==> src/rtl/keypad_scan_onehot.sv <==
// 4x4 keypad scanner: drives rows one at a time, assembles a 16-key frame,
// rejects multi-key frames and debounces across frames into a held one-hot word.
module keypad_scan_onehot #(
  parameter int unsigned CLK_DIV         = 1000,
  parameter int unsigned DEBOUNCE_FRAMES = 4
) (
  input  logic        clk,
  input  logic        rst_n,
  output logic [3:0]  row,
  input  logic [3:0]  col,
  output logic [15:0] onehot,
  output logic        key_valid,
  output logic        key_pulse
);

  localparam int unsigned DivW = $clog2(CLK_DIV);
  localparam int unsigned CntW = $clog2(DEBOUNCE_FRAMES + 1);
  localparam logic [DivW-1:0] DivLast = DivW'(CLK_DIV - 1);
  localparam logic [CntW-1:0] CntMax  = CntW'(DEBOUNCE_FRAMES);

  logic [3:0]      col_meta_q, col_sync_q;
  logic [DivW-1:0] div_q, div_d;
  logic [1:0]      row_idx_q, row_idx_d;
  logic [15:0]     frame_q, frame_d;
  logic            eval_q, eval_d;
  logic [15:0]     cand_q, cand_d;
  logic [CntW-1:0] cnt_q, cnt_d;
  logic [15:0]     onehot_q, onehot_d;
  logic            key_valid_q, key_valid_d;
  logic            key_pulse_q, key_pulse_d;
  logic            tick;
  logic            frame_ok;

  // Synchronizer idles at all-ones so nothing looks pressed out of reset.
  always_ff @(posedge clk or negedge rst_n) begin
    if (!rst_n) begin
      col_meta_q <= 4'hF;
      col_sync_q <= 4'hF;
    end else begin
      col_meta_q <= col;
      col_sync_q <= col_meta_q;
    end
  end

  assign tick = (div_q == DivLast);

  always_comb begin
    div_d     = tick ? '0 : div_q + 1'b1;
    row_idx_d = row_idx_q;
    frame_d   = frame_q;
    eval_d    = 1'b0;
    if (tick) begin
      frame_d[{row_idx_q, 2'b00} +: 4] = ~col_sync_q;
      row_idx_d = row_idx_q + 2'd1;
      eval_d    = (row_idx_q == 2'd3);
    end
  end

  assign row = ~(4'b0001 << row_idx_q);

  // Zero or a single set bit; anything else is multi-key or ghosting.
  assign frame_ok = ((frame_q & (frame_q - 16'd1)) == 16'd0);

  always_comb begin
    cand_d      = cand_q;
    cnt_d       = cnt_q;
    onehot_d    = onehot_q;
    key_valid_d = key_valid_q;
    key_pulse_d = 1'b0;
    if (eval_q) begin
      if (!frame_ok) begin
        cnt_d = '0;
      end else if (frame_q != cand_q) begin
        cand_d = frame_q;
        cnt_d  = CntW'(1);
      end else if (cnt_q != CntMax) begin
        cnt_d = cnt_q + 1'b1;
      end
      if (frame_ok && (cnt_d == CntMax) && (cand_d != onehot_q)) begin
        onehot_d    = cand_d;
        key_valid_d = |cand_d;
        key_pulse_d = |cand_d;
      end
    end
  end

  always_ff @(posedge clk or negedge rst_n) begin
    if (!rst_n) begin
      div_q       <= '0;
      row_idx_q   <= 2'd0;
      frame_q     <= '0;
      eval_q      <= 1'b0;
      cand_q      <= '0;
      cnt_q       <= '0;
      onehot_q    <= '0;
      key_valid_q <= 1'b0;
      key_pulse_q <= 1'b0;
    end else begin
      div_q       <= div_d;
      row_idx_q   <= row_idx_d;
      frame_q     <= frame_d;
      eval_q      <= eval_d;
      cand_q      <= cand_d;
      cnt_q       <= cnt_d;
      onehot_q    <= onehot_d;
      key_valid_q <= key_valid_d;
      key_pulse_q <= key_pulse_d;
    end
  end

  assign onehot    = onehot_q;
  assign key_valid = key_valid_q;
  assign key_pulse = key_pulse_q;

endmodule

==> config.mk <==
export PLATFORM = sky130hd
export DESIGN_NAME = keypad_scan_onehot
export DESIGN_NICKNAME = d
export VERILOG_FILES = /design/src/rtl/keypad_scan_onehot.sv
export SDC_FILE = /design/constraint.sdc
export NUM_CORES = 1
export LEC_CHECK = 0
export ABC_AREA = 1
export BUFFER_PORTS_ARGS = -buffer_cell sky130_fd_sc_hd__buf_2
export CORE_MARGIN = 1.5
export CORE_UTILIZATION = 61
export CTS_CLUSTER_DIAMETER = 150
export DETAILED_ROUTE_END_ITERATION = 12
export MAX_ROUTING_LAYER = met4
export PLACE_DENSITY_LB_ADDON = 0.2
export SLEW_MARGIN = 25
export SYNTH_ARGS = -nofsm -noshare
export SYNTH_HDL_FRONTEND = slang
export SYNTH_SLANG_ARGS = --single-unit
==> constraint.sdc <==
create_clock -name clk -period 3.2 [get_ports clk]
set_clock_uncertainty 0.15 [all_clocks]
set_input_delay 0.48 -clock clk [delete_from_list [all_inputs] [get_ports clk]]
set_output_delay 0.48 -clock clk [all_outputs]
set_load 0.005 [all_outputs]
== Word level (Yosys, flattened, before mapping) ==
Cells that the tools add are included.
Word-level totals
  flip-flop bits (word level): 74
  output and inout bits: 22
  input port bits: 6
  word-level logic and storage cells: 45
Operators by class
  reduce and logical (&&, ||, !) cells: 5
  multiplexer cells: 12
  bitwise gates (word level): 3
  equal/unequal tests: 6
  $add $sub $neg: 5
  shifts and indexed selects: 3
Operators by type and width (count)
  16-bit 2-to-1 mux: 3
  16-bit != test: 2
  16-bit bitwise AND: 1
  16-bit bitwise mux: 1
  16-bit logical NOT: 1
  16-bit OR reduction: 1
  4-bit by 6-bit variable shift with 16-bit output (first input constant): 1
  4-bit by 6-bit indexed part select with 16-bit output: 1
  16-bit by 1-bit subtractor with 16-bit output (second input constant): 1
  3-bit 2-to-1 mux: 4
  10-bit by 1-bit adder with 10-bit output (second input constant): 1
  10-bit == test (second input constant): 1
  10-bit 2-to-1 mux: 1
  4-bit inverter: 2
  4-bit negator with 6-bit output: 1
  1-bit by 2-bit left shift with 4-bit output (first input constant): 1
  3-bit by 1-bit adder with 3-bit output (second input constant): 1
  3-bit == test (second input constant): 1
  1-bit 2-to-1 mux: 3
  3-bit != test (second input constant): 1
  2-bit by 1-bit adder with 2-bit output (second input constant): 1
  2-bit == test (second input constant): 1
  1-bit logical AND: 2
  2-bit AND reduction: 1

== Depth between registers and ports, before layout ==
Gate-level depths: netlist of run 1.
  word-level depth: 10
  depth in mapped cells: 22

== Worst setup path after synthesis of run 1 ==
No wires, ideal clock.
  path kind: register -> register
  from: register frame_q[0]
  to: register onehot_q[0] (netlist: onehot[0])
  setup slack: 676 ps
  path buffers: 2
  setup time: 117 ps
  period minus slack after synthesis: 2524 ps
  arrival: 2257 ps
  stages on the path, launching flop included: 19
  cells stage by stage: dfrtp_1 -> nor2_4 -> nand2_2 -> o21ai_0 -> nand3_1 -> nor2_2 -> nand3_4 -> buf_6 -> nand2_4 -> nand2_2 -> nand2_1 -> nand2_1 -> nor2_1 -> nand2_1 -> nor2_2 -> nand2_4 -> buf_4 -> nand3_1 -> nand2_1
Between the ends
  cells in the longest elaborated chain, start to end: 9
  elaborated cells on any way between the ends: 15
RTL lines
  from (decl): line 24  | logic [15:0] frame_q, frame_d;
  from (signal assigned): line 101  | frame_q <= frame_d;
  branches (longest 9 deep; another with 16-bit by 1-bit subtractor with 16-bit output)
  to (signal assigned): line 105  | onehot_q <= onehot_d;
  to (decl): line 28  | logic [15:0] onehot_q, onehot_d;
Several ways; the timed one is not identified. The select of a mux whose other input is x is not followed.
A chain may end at the register's enable or synchronous reset.

== Worst setup path after layout of run 1 ==
  from: register frame_q[0]
  to: register onehot_q[15] (netlist: onehot[15])
The elaborated chain is that of the path after synthesis.

==> results of run 1 <==
## layout make-up
class / count / area share, %
repair buffers: 42 / 5.36
inverters: 59 / 4.51
well taps: 96 / 2.45
flip-flops and latches: 74 / 37.9
multi-input cells: 437 / 45.1
clock inverters: 6 / 1.84
clock buffers: 10 / 2.81
## worst paths after layout
check / start / to / depth (start not counted)
worst max register to register: frame_q[0]$_DFFE_PN0P_ / onehot[15]$_DFFE_PN0P_ / 19
max in group asynchronous: rst_n / onehot[15]$_DFFE_PN0P_ / 1
worst max-delay path: frame_q[0]$_DFFE_PN0P_ / onehot[15]$_DFFE_PN0P_ / 19
min in group asynchronous: rst_n / div_q[2]$_DFF_PN0_ / 1
worst min register to register: col_meta_q[3]$_DFF_PN1_ / col_sync_q[3]$_DFF_PN1_ / 0
worst min-delay path: col[1] / col_meta_q[1]$_DFF_PN1_ / 1
## flip-flops by register name (all words and copies together), names as in the netlist, 2 cells and up
name	flops
div_q	10
col_meta_q	4
frame_q	16
cand_q	16
cnt_q	3
onehot	16
col_sync_q	4
row_idx_q	2
## placed cells by master (no fill, tap or decap), drive strengths merged, types with 3 or more instances in the layout
cell type,Yosys,layout
a31oi,14,14
nand3,66,67
nor2,87,87
nand2,192,192
a21oi,5,5
clkbuf,3,10
nor3,13,13
xor2,4,4
o21ai,29,29
dfrtp,66,66
xnor2,9,9
ha,8,8
inv,59,59
clkinv,0,3
dfstp,8,8
buf,8,42
nand4,3,3
## cell families (layout without fill, tap and decap cells)
family                     count (synthesis)  count (layout)
and+or+nand+nor                          366             367
DFF                                       74              74
buffers and inverters                     70             117
AOI/OAI and AO/OA                         49              49
xor gates and xnor gates                  13              13
adders and majority gates                  8               8
## Yosys cell counts (4+ instances only)
cell     number  area (sq um)
nand2_1     169           634
nor2_1       76           285
dfrtp_1      66          1650
nand3_1      59           295
inv_1        58           218
o21ai_0      27           135
a31oi_1      14          87.6
nand2_2      14          87.6
nor3_1       12          60.1
xnor2_1       9          78.8
dfstp_2       8           210
ha_1          8           100
nand2_4       8          90.1
nor2_2        8          50.1
nand3_2       6          60.1
a21oi_1       5          25.0
buf_6         5          56.3
xor2_1        4          35.0
## metrics by stage
step	instance area (sq um)	hold slack, ns	power [W]
5_1_grt	4910	0.0431	0.00187
6_report	4910	0.0583	0.00181
4_1_cts	4830	0.0487	0.00182
3_3_place_gp	4600	0.197	0.000988
2_1_floorplan	4350	0.0344	0.000966
3_5_place_dp	4600	0.197	0.000989
## timing repair
action / CTS / global route
buffers inserted: 0 / 5
resized for setup: 0 / 4
setup endpoints to repair: 0 / 18
## layer usage
metal,up-vias,routed length (um)
met5,-,0
met4,0,242
met3,24,591
met2,155,4800
met1,1880,4780
li1,1941,-
## power breakdown
group / internal, W / switching, W / total, W / leakage [nW]
Clock: 0.000461 / 0.000379 / 0.000841 / 0.112
Combinational: 0.00000337 / 0.0000208 / 0.0000242 / 1.62
Sequential: 0.000943 / 0.00000214 / 0.000946 / 0.992
Total: 0.00141 / 0.000402 / 0.00181 / 2.72
==> results.md, run 1 <==
* Total global routing overflow at 0
* Simple-Gate Fraction of Synth Area at 39.1%
* Main combinational cell family by area after synthesis: simple AND/OR/NAND/NOR gates
* Crit path buf inv count at 0
* Pre-CTS setup slack at 0.151 ns
* Vias in the first global route at 3722
* Antenna diode count at 0
* Num CTS Buffers at 9
* Non-filler cells in the finished layout at 724
* Critical path arrival at 3.09 ns
* Starting Density at 63.7%
* Crit path max fanout at 18
* Global Route Usage Sum at 30.4%
* Final worst-path setup slack at 0.254 ns
* Clk_lat worst skew at 0.37 ns
* Die X at 87.4 um
* EDFF count, synth at 0
* Cell row count at 30
* Register area share after synthesis at 42.8%
* Nets at 637
* Worst path max stage delay at 0.48 ns
* RSZ-0062 raised after global routing: no
* Mean number of vias per cell at 5.52
* Endpoints failing setup at 0
* Library cells used by synthesis at 33
* PwrDens at 369 nW/um^2
* Synth Warn # at 0
* Core area at 6830 sq um
* Initial detailed-routing violation count at 290
* Largest net degree at the start of global routing at 75
* Cell count after synthesis at 580
* CP endpoint kind: flop
* Global placement routability congestion at 1.02
* Required time worst endpoint at 3.35 ns
* Die Y at 87.4 um
* Status: complete, no violations
* Synthesized flop and latch total at 74
* H-tree Lvls at 3
* Post-Route WL at 10400 um
* Worst reg-to-reg setup slack at 0.25 ns
* Main synth FF type: dfrtp_1
* Final core occ at 71.8%
* I/O Buffers at 27
* Worst-path clk slew at 0.08 ns
* GR Layer Usage met1 at 40.2%
* Global Route met3 Usage at 5.12%
* Cell Area, Synth at 4350 sq um
* Share of cells above drive strength 1 at 18.0%
* IR drop worst, VDD at 0.000290 V
* Multi-input logic area at 2210 sq um
* Clock Tree Buf Depth at 2
* Final hold violations at 0
* Most common cell on crit path: nand2_1
* Residual DRC at 0
* DR pass1 iterations at 5
* Detailed Place HPWL at 7350 um
* Cell leakage power at 2.72 nW
* Slew HR at 36.6%
* Placed insts at 702
* Fmax at 339 MHz
* TritonCTS clock tree: built
* Period utilization at 92.1%
* Die Area at 7650 sq um
* Max Cap Viol at 0
* Fill cell total of the finished layout at 549
* Worst path top cell family by delay: simple AND/OR/NAND/NOR gates
* Clock Tree Root: clkbuf_8
* Vias at 4000
* Syn_area_per_cell at 7.50 sq um
* Setup tns final at 0 ns
* HP Class: in -> reg
* Grt peak-use layer: met2
* Compound-Gate Fraction of Synth Area at 6.13%
* CP Class: reg -> reg
* Adder-cell share of the synthesized area at 2.30%
* Initial antenna violation count at 0
* Mux contribution to synthesized area at 0%
* Xor and xnor fraction of the mapped netlist area at 2.62%
* CP Cell Sequence: nor2_4, nand2_2, nor2_2, nand2_1, nand2_1, nand2_2, nor2_4, nand3_4, nand2_1, nand2_1, nand2_1, nand2_1, nor2_1, nand2_1, nor2_2, nand2_4, nand2_8, nand2_1, nand2_1
* Slew @ Worst Pin at 0.950 ns
* Register area at 1860 sq um
* Async SR Flop Fraction at 100%
* Detail Route Antenna Nets at 0
* Met2 Track Usage GR at 45.7%
* Min cycle time layout at 2.95 ns
* Drt wl/cell at 14.4 um
* Final slew viol count at 0
* # clock sinks at 74
* Critical path's slowest cell: dfrtp_1
* Syn_nets at 594
* # hold bufs at CTS at 0
* Ports at 28
* First-pass GRT wire length at 17300 um
* Layout area overhead at 12.8%
* Type of origin of the critical path: flop
No activity file was read; power rests on OpenSTA's default activity.
==> run 2: changes to the inputs <==
--- a/config.mk
+++ b/config.mk
@@ -8,7 +8,7 @@
 export ABC_AREA = 1
 export BUFFER_PORTS_ARGS = -buffer_cell sky130_fd_sc_hd__buf_2
 export CORE_MARGIN = 1.5
-export CORE_UTILIZATION = 61
+export CORE_UTILIZATION = 65
 export CTS_CLUSTER_DIAMETER = 150
 export DETAILED_ROUTE_END_ITERATION = 12
 export MAX_ROUTING_LAYER = met4
==> constraint.sdc (replaced) <==
create_clock -name clk -period 3.8 [get_ports clk]
set_clock_uncertainty 0.15 [all_clocks]
set_input_delay 0.38 -clock clk [delete_from_list [all_inputs] [get_ports clk]]
set_output_delay 0.38 -clock clk [all_outputs]
set_load 0.005 [all_outputs]
==> run 2 against run 1 <==
Sequential power is 16% lower. Wire length is 6.0% lower. Register-to-register slack better by 0.32 ns. Critical path depth is 7 lower. Sequential share of layout area is 0.85 points higher. Critical path type unchanged. Core utilization is 2.9 points higher. Final area is 2.2% lower. Worst setup slack better by 0.32 ns. Fmax is 8.7% lower. Largest cell class unchanged. First-iteration DRC count is 3.4% higher. Worst hold slack better by 0.15 ns. Die area is 5.9% lower.
==> results.md, run 2 (synthesized netlist as in run 1, its figures left out) <==
* Global placement routability congestion at 1.02 (-0.21%)
* Final slew viol count at 0 (unchanged)
* Die X at 84.8 um (-3.0%)
* Status: complete, no violations
* Max Cap Viol at 0 (unchanged)
* Commonest non-fill, non-tap cell in the layout: nand2_1
* Worst hold slack at 0.207 ns (+0.149 ns)
* Worst-path clk slew at 0.07 ns (about the same)
* Post-CTS Setup Bufs at 0 (unchanged)
* CP Class: reg -> reg
* Detailed Place HPWL at 7370 um (+0.26%)
* Period utilization at 84.9% (-7.2 points)
* Clock Tree Buf Depth at 2 (unchanged)
* Starting Density at 67.7% (+4.1 points)
* Share of cells above drive strength 1 at 16.2% (-1.8 points)
* R2R cell count at 12 (-7)
* Endpoints failing setup at 0 (unchanged)
* Worst path max stage delay at 0.66 ns (+0.18 ns)
* I/O Buffers at 27 (unchanged)
* TritonCTS clock tree: built
* Mean number of vias per cell at 5.61 (+1.5%)
* DR pass1 iterations at 8 (+3)
* Layout area overhead at 10.3%
* Fmax at 310 MHz (-8.7%)
* CP endpoint kind: flop
* Ports at 28 (unchanged)
* Post-Route WL at 9780 um (-6.0%)
* Pre-CTS setup slack at 0.617 ns (+0.466 ns)
* Detail Route Antenna Nets at 0 (unchanged)
* Vias in the first global route at 3752 (+0.81%)
* Slew HR at 46.4% (+9.7 points)
* Required time worst endpoint at 3.90 ns (+0.55 ns)
* Clock Tree Root: clkbuf_8
* Antenna diode count at 0 (unchanged)
* Initial antenna violation count at 0 (unchanged)
* Crit path max fanout at 18 (unchanged)
* PwrDens at 306 nW/um^2 (-17%)
* Total global routing overflow at 0 (unchanged)
* Type of origin of the critical path: flop
* First-pass GRT wire length at 16900 um (-2.7%)
* Die Y at 84.8 um (-3.0%)
* Slew @ Worst Pin at 0.802 ns (-0.149 ns)
* Crit path buf inv count at 1 (+1)
* Final worst-path setup slack at 0.575 ns (+0.321 ns)
* Critical path's slowest cell: nor3_4
* Final hold violations at 0 (unchanged)
* Worst path top cell family by delay: simple AND/OR/NAND/NOR gates
* Core area at 6420 sq um (-6.0%)
* Cell leakage power at 2.66 nW (-2.3%)
* Hold path cells at 0 (-1)
* Cell row count at 29 (-3.3%)
* Clk_lat worst skew at 0.36 ns (about the same)
* CP Cell Sequence: nor2_2, nand3_2, o21ai_1, nand2_1, nor2_1, nand3_4, inv_2, o2111ai_1, nor3_4, nand2_8, nand2_1, nand2_1
* Most common cell on crit path: nand2_1
* # hold bufs at CTS at 5 (+5)
* Crit path depth at 12 (-7)
* Critical path arrival at 3.32 ns (+0.23 ns)
* Largest net degree at the start of global routing at 43 (-43%)
* Setup tns final at 0 ns (unchanged)
* HP Class: reg -> reg
* Global Route Usage Sum at 30.7% (+0.31 points)
* # clock sinks at 74 (unchanged)
* Die Area at 7190 sq um (-5.9%)
* Nets at 631 (-0.94%)
* Min cycle time layout at 3.23 ns (+0.279 ns)
* Vias at 3919 (-2.0%)
* Most frequent cells in the layout: nand2_1, nor2_1, dfrtp_1
* RSZ-0062 raised after global routing: no
* Cts repair resizes at 0 (unchanged)
* Drt wl/cell at 14.0 um (-2.6%)
* Num CTS Buffers at 9 (unchanged)
* H-tree Lvls at 3 (unchanged)
* Initial detailed-routing violation count at 300 (+3.4%)
* Residual DRC at 0 (unchanged)
* IR drop worst, VDD at 0.000256 V (-12%)
==> run 2: per-layer routing <==
layer | global-route usage [%] | vias to the layer above | routed length [um]
li1 | - | 1923 | -
met1 | 39.8 | 1840 | 4410
met2 | 47.6 | 129 | 4630
met3 | 5.70 | 27 | 484
met4 | 12.8 | 0 | 256
met5 | - | - | 0
==> run 2: layout make-up <==
class	count	area, sq um
Clock inverter	4	48.8
Inverter	59	221
Fill cell	498	1620
Clock buffer	12	165
Sequential cell	74	1860
Tap cell	77	96.3
Multi-Input combinational cell	436	2180
Timing Repair Buffer	37	223
==> run 2: power by group <==
group          leakage, nW  switching [W]  internal [W]
Sequential           0.992     0.00000187      0.000795
Combinational         1.55      0.0000189    0.00000661
Clock                0.112       0.000292      0.000356
==> run 2: worst reg2reg max path, cell delays in order (launching register included) <==
cell and delay, ns:
dfrtp_1 0.49, nor2_2 0.18, nand3_2 0.13, o21ai_1 0.20, nand2_1 0.07, nor2_1 0.18, nand3_4 0.33, inv_2 0.18
o2111ai_1 0.20, nor3_4 0.66, nand2_8 0.17, nand2_1 0.11, nand2_1 0.05
==> run 2: worst paths after layout <==
path	start	end	slack, ns
hold / removal	col_meta_q[2]$_DFF_PN1_	col_sync_q[2]$_DFF_PN1_	0.21
max in group asynchronous	rst_n	col_sync_q[0]$_DFF_PN1_	2.02
setup / recovery	frame_q[3]$_DFFE_PN0P_	onehot[8]$_DFFE_PN0P_	0.57
setup reg to reg	frame_q[3]$_DFFE_PN0P_	onehot[8]$_DFFE_PN0P_	0.57
min in group asynchronous	rst_n	div_q[4]$_DFF_PN0_	0.46
hold reg to reg	col_meta_q[2]$_DFF_PN1_	col_sync_q[2]$_DFF_PN1_	0.21
==> run 2: per-stage QoR <==
step	std cells	util, %	cell area [sq um]	power, W
6_report	699	74.7	4800	0.00147
5_1_grt	699	74.7	4800	0.00152
4_1_cts	699	74.7	4800	0.00148
3_5_place_dp	678	70.6	4530	0.000833
3_3_place_gp	678	70.6	4530	0.000833
2_1_floorplan	580	-	4350	0.000813
